**src/rtl/mem_arbiter.sv**
```systemverilog
// mem_arbiter: shares one single-port memory between the instruction-fetch
// port (read only) and the data load/store port. One transaction at a time:
// IDLE -> ISSUE -> WAIT -> DONE -> IDLE, round-robin on simultaneous requests.
module mem_arbiter #(
  parameter int ADDR_W  = 32,
  parameter int DATA_W  = 32,
  parameter int MEM_LAT = 1   // cycles from the MemRd edge to valid data, 1..15
) (
  input  logic              clk,
  input  logic              reset,
  // instruction-fetch port
  input  logic              if_req,
  input  logic [ADDR_W-1:0] if_addr,
  output logic [DATA_W-1:0] if_rdata,
  output logic              if_ack,
  // data port
  input  logic              dm_req,
  input  logic              dm_we,
  input  logic [ADDR_W-1:0] dm_addr,
  input  logic [DATA_W-1:0] dm_wdata,
  output logic [DATA_W-1:0] dm_rdata,
  output logic              dm_ack,
  // memory side
  output logic [ADDR_W-1:0] mem_address,
  output logic [DATA_W-1:0] mem_data_in,
  output logic              MemRd,
  output logic              MemWr,
  output logic              MemEnable,
  input  logic [DATA_W-1:0] mem_data_out,
  output logic              busy
);

  localparam logic [1:0] IDLE  = 2'd0;
  localparam logic [1:0] ISSUE = 2'd1;
  localparam logic [1:0] WAIT  = 2'd2;
  localparam logic [1:0] DONE  = 2'd3;

  localparam logic PORT_IF = 1'b0;
  localparam logic PORT_DM = 1'b1;

  // WAIT lasts MEM_LAT cycles; the counter is loaded in ISSUE and the data
  // is captured when it reaches zero.
  localparam logic [3:0] CNT_INIT = 4'(MEM_LAT - 1);

  logic [1:0]        state_reg;
  logic              last_grant_reg;
  logic              winner_reg;
  logic              we_reg;
  logic [ADDR_W-1:0] addr_reg;
  logic [DATA_W-1:0] wdata_reg;
  logic [3:0]        cnt_reg;
  logic [DATA_W-1:0] if_rdata_reg;
  logic [DATA_W-1:0] dm_rdata_reg;

  logic              grant_dm;

  // Arbitration: a lone requester wins; on a tie the port that was not
  // granted last time wins (last_grant resets to IF, so DM takes the first tie).
  always_comb begin
    grant_dm = dm_req & (~if_req | (last_grant_reg == PORT_IF));
  end

  // Transaction sequencer: latches the winner's request at grant and walks
  // it through issue, latency wait and acknowledge.
  always_ff @(posedge clk) begin
    if (reset) begin
      state_reg      <= IDLE;
      last_grant_reg <= PORT_IF;
      winner_reg     <= PORT_IF;
      we_reg         <= 1'b0;
      addr_reg       <= '0;
      wdata_reg      <= '0;
      cnt_reg        <= '0;
      if_rdata_reg   <= '0;
      dm_rdata_reg   <= '0;
    end else begin
      case (state_reg)
        IDLE: begin
          if (if_req | dm_req) begin
            winner_reg <= grant_dm ? PORT_DM : PORT_IF;
            we_reg     <= grant_dm & dm_we;
            addr_reg   <= grant_dm ? dm_addr : if_addr;
            wdata_reg  <= grant_dm ? dm_wdata : '0;
            state_reg  <= ISSUE;
          end
        end
        ISSUE: begin
          cnt_reg   <= CNT_INIT;
          state_reg <= WAIT;
        end
        WAIT: begin
          if (cnt_reg == 4'd0) begin
            // Only reads update the winner's data register; writes leave
            // both read-data registers untouched.
            if (!we_reg) begin
              if (winner_reg == PORT_DM) begin
                dm_rdata_reg <= mem_data_out;
              end else begin
                if_rdata_reg <= mem_data_out;
              end
            end
            state_reg <= DONE;
          end else begin
            cnt_reg <= cnt_reg - 4'd1;
          end
        end
        default: begin  // DONE
          last_grant_reg <= winner_reg;
          state_reg      <= IDLE;
        end
      endcase
    end
  end

  // Memory strobes are decoded from the state so read and write can only be
  // asserted in ISSUE and never together; enable covers the whole access.
  always_comb begin
    MemEnable   = (state_reg == ISSUE) || (state_reg == WAIT);
    MemRd       = (state_reg == ISSUE) && !we_reg;
    MemWr       = (state_reg == ISSUE) && we_reg;
    mem_address = addr_reg;
    mem_data_in = wdata_reg;
    if_ack      = (state_reg == DONE) && (winner_reg == PORT_IF);
    dm_ack      = (state_reg == DONE) && (winner_reg == PORT_DM);
    busy        = (state_reg != IDLE);
    if_rdata    = if_rdata_reg;
    dm_rdata    = dm_rdata_reg;
  end

endmodule
```
**config.mk**
```make
export PLATFORM = sky130hd
export DESIGN_NAME = mem_arbiter
export DESIGN_NICKNAME = d
export VERILOG_FILES = /design/src/rtl/mem_arbiter.sv
export SDC_FILE = /design/constraint.sdc
export NUM_CORES = 1
export LEC_CHECK = 0
export CORE_MARGIN = 3
export CORE_UTILIZATION = 41
export CTS_CLUSTER_DIAMETER = 120
export DETAILED_ROUTE_END_ITERATION = 16
export PLACE_DENSITY = 0.8
export SLEW_MARGIN = 20
export SYNTH_ARGS = -nofsm -noshare
export SYNTH_HDL_FRONTEND = slang
export SYNTH_SLANG_ARGS = --single-unit
```
**constraint.sdc**
```tcl
create_clock -name clk -period 1.7 [get_ports clk]
set_input_delay 0.17 -clock clk [delete_from_list [all_inputs] [get_ports clk]]
set_output_delay 0.17 -clock clk [all_outputs]
set_load 0.02 [all_outputs]
```
==> results.md <==
- Status: finished, final reports clean
- CTS tree: yes
- Number of I/O pins: 267
- YS warnings: 0
- Met3 Usage GRT: 0.0965
- Total power: 13.5 mW
- WP buf/inv: 2
- Die Area: 15200 um2
- Syn Nets: 697
- Synth Instances: 559
- Worst slack, placed: -24.7 ps
- Most used DFF post-synth: dfxtp_1
- Core box area: 13300 um2
- Most frequent CP cell: and3b_2
- Most frequent cell after synthesis: dfxtp_1
- Pins Over Slew Limit: 0
- Yosys top cell by area: dfxtp_1
- Critical Path AT: 1970 ps
- Critical path, cell by cell: inv_2 -> ha_2 -> and3b_2 -> and3b_2 -> clkbuf_16 -> mux2i_1
- H-Tree Depth: 4
- Final Hold Vio Count: 0
- RSZ-0062 raised after global routing: yes
- All-Layer GR Usage: 0.223
- Setup WS post-layout: 65.6 ps
- Antenna Nets Post-Route: 0
- Most frequent cells after synthesis: 137 x dfxtp_1, 100 x nand2b_1, 98 x mux2i_1
- Clock Sinks: 137
- # port buffers: 266
- Pin count of the biggest net entering global routing: 95
- Fin crit period: 1630 ps
- WP depth: 6
- Antenna violations before repair: 0
- Drt wl/cell: 18.1 um
- Worst setup SP type: flip-flop
- Clock buffer depth: 2
- Syn Area/Cell: 10.1 um2
- Fmax: 0.612 GHz
- Seq cells post-synth: 137
- Area contributors post-synth: dfxtp_1 49%, mux2i_1 17%, nand2b_1 11%
- Root Buffer: clkbuf_16
- Worst slew pin tran: 536 ps
- Worst skew pair latency: 410 ps
- Area Overhead vs Synth: 66.1%
- Number of placed cells counting well taps: 976
- Worst Skew: 6.53 ps
- Die width: 123 um
- Vias in the first global route: 5189
- Final GP Congestion: 0.840
- Detailed Routing Iterations Pass 1: 4
- Tcrit/Tclk final: 0.961
- Crit-path max cell delay: 340 ps
- Reg clk slew, reported paths: 60 ps
- GRT met2 Usage: 0.368
- Sequential area share after synthesis: 0.486
- Share of cells above drive strength 1: 0.0957
- Routed vias: 5188
- Hold slack: 266 ps
- Synth cell types: 30
- Final setup fails: 0
- VDD IR max: 0.000681 V
- Via density: 5.13
- First-pass GRT wire length: 26400 um
- DR iter-0 viols: 213
- GR Util met1: 0.244
- Worst Setup Path Type: flip-flop to flip-flop
- Async S/R FF share, synth: 0
- Layout net count: 963
- Layout Utilization: 0.703
- Delay-heaviest family, CP: simple AND/OR/NAND/NOR gates
- Routed WL: 18300 um
- Grt ovf: 0
- Synthesized cell area: 5650 um2
- Slowest cell on crit path: dfxtp_2
- Die Ht: 123 um
- Site row count: 42
- TritonCTS Buffers: 17
- Crit path launch: state_reg[0]
- Final std cells w/o fill: 1012
- Gr busiest metal: met2
- Number of fill cells: 1002
- Post-route DRC violation count: 0
- Reg2reg path depth: 6
- Worst path required time: 2040 ps
- Leakage power: 3.71 nW
- DP Wirelength: 12900 um
- Reg-to-reg setup timing slack: 70 ps
- CP Capture Type: flip-flop
- EDFF count, synth: 0
- Reg2Reg Capture Point: if_rdata[13]
- Ant. Diodes: 0
- Synth top area share: 0.486
- Hold Path Class: input port to flip-flop
- Worst Path Max Fanout: 11
- Max Cap Viol: 0
- Slew HR: 0.641
- Worst R2R Start: state_reg[0]
- Initial core utilization: 0.423
- CP endpoint: if_rdata[13]
- PD cells: 1440 nW/um2
worst min path at each step:
stage / start / endpoint / slack (ps) / cells after the start
floorplan: dm_we / we_reg / 340 / 2
global placement: if_rdata[16] / if_rdata[16] / 460 / 2
global route: reset / mem_address[26] / 280 / 3
detailed placement: if_rdata[17] / if_rdata[17] / 470 / 2
CTS: reset / mem_address[25] / 240 / 3
finish: reset / cnt_reg[2] / 270 / 3
metrics by stage:
step	instance area, um2	TNS [ps]
floorplan	5650	0
global placement	8590	0
detailed placement	8590	-71.8
CTS	9200	0
global route	9380	-16.5
finish	9380	0
worst min-delay path, delay by kind of cell:
family	cells	cell delay, ps
AOI/OAI and AO/OA	1	140
buffers and inverters	2	320
where the power goes:
part,internal [mW],total (mW),switching [mW],leakage (nW)
logic,2.59,5.42,2.83,2.28
clock network,2.47,3.78,1.31,0.304
registers,3.87,4.26,0.392,1.12
total,8.94,13.5,4.53,3.71
final cells by class:
type | instances | area (um2) | share of cell area
multi-input cells | 368 | 2710 | 0.289
clock buffers | 22 | 494 | 0.0527
flip-flops and latches | 137 | 2750 | 0.293
well taps | 176 | 220 | 0.0235
repair buffers | 294 | 3060 | 0.327
clock inverters | 8 | 118 | 0.0125
inverters | 7 | 26.3 | 0.00280
logic make-up (layout without fill, tap and decap cells):
family,Yosys count,count (layout),share of synthesized area
AOI/OAI and AO/OA,81,81,0.112
buffers and inverters,54,331,0.0443
adders and majority gates,5,5,0.0111
DFF,137,137,0.486
and+or+nand+nor,184,184,0.173
muxes,98,98,0.174
timing repair:
item                                    4_1_cts  5_1_grt
cloned                                        0        5
buffers inserted                              0        1
endpoints found under the setup margin        6       89
hold buffers                                  0        0
hold endpoints to repair                      0        0
resized for setup                            22       19
cells in the final DEF, fill, tap and decap left out, types with 3 or more instances in the layout:
cell type / n
a32oi_1: 33
clkbuf_8: 5
nand2b_1: 100
buf_2: 3
buf_4: 14
o21ai_0: 3
clkbuf_16: 22
inv_1: 5
a211oi_1: 32
buf_12: 9
clkdlybuf4s15_2: 3
mux2i_1: 98
nor2_1: 71
bufinv_16: 3
clkinv_2: 4
ha_2: 3
clkdlybuf4s50_1: 259
a21oi_1: 5
dfxtp_1: 134
or3_1: 3
layer usage:
metal  routed length (um)  vias up  share of wire
li1                     -     2488              -
met4                  561        0          0.031
met3                 2110       34           0.12
met5                    0        -              0
met2                 8840      224           0.48
met1                 6770     2442           0.37
Note: power is estimated with default switching activity, not from simulation.
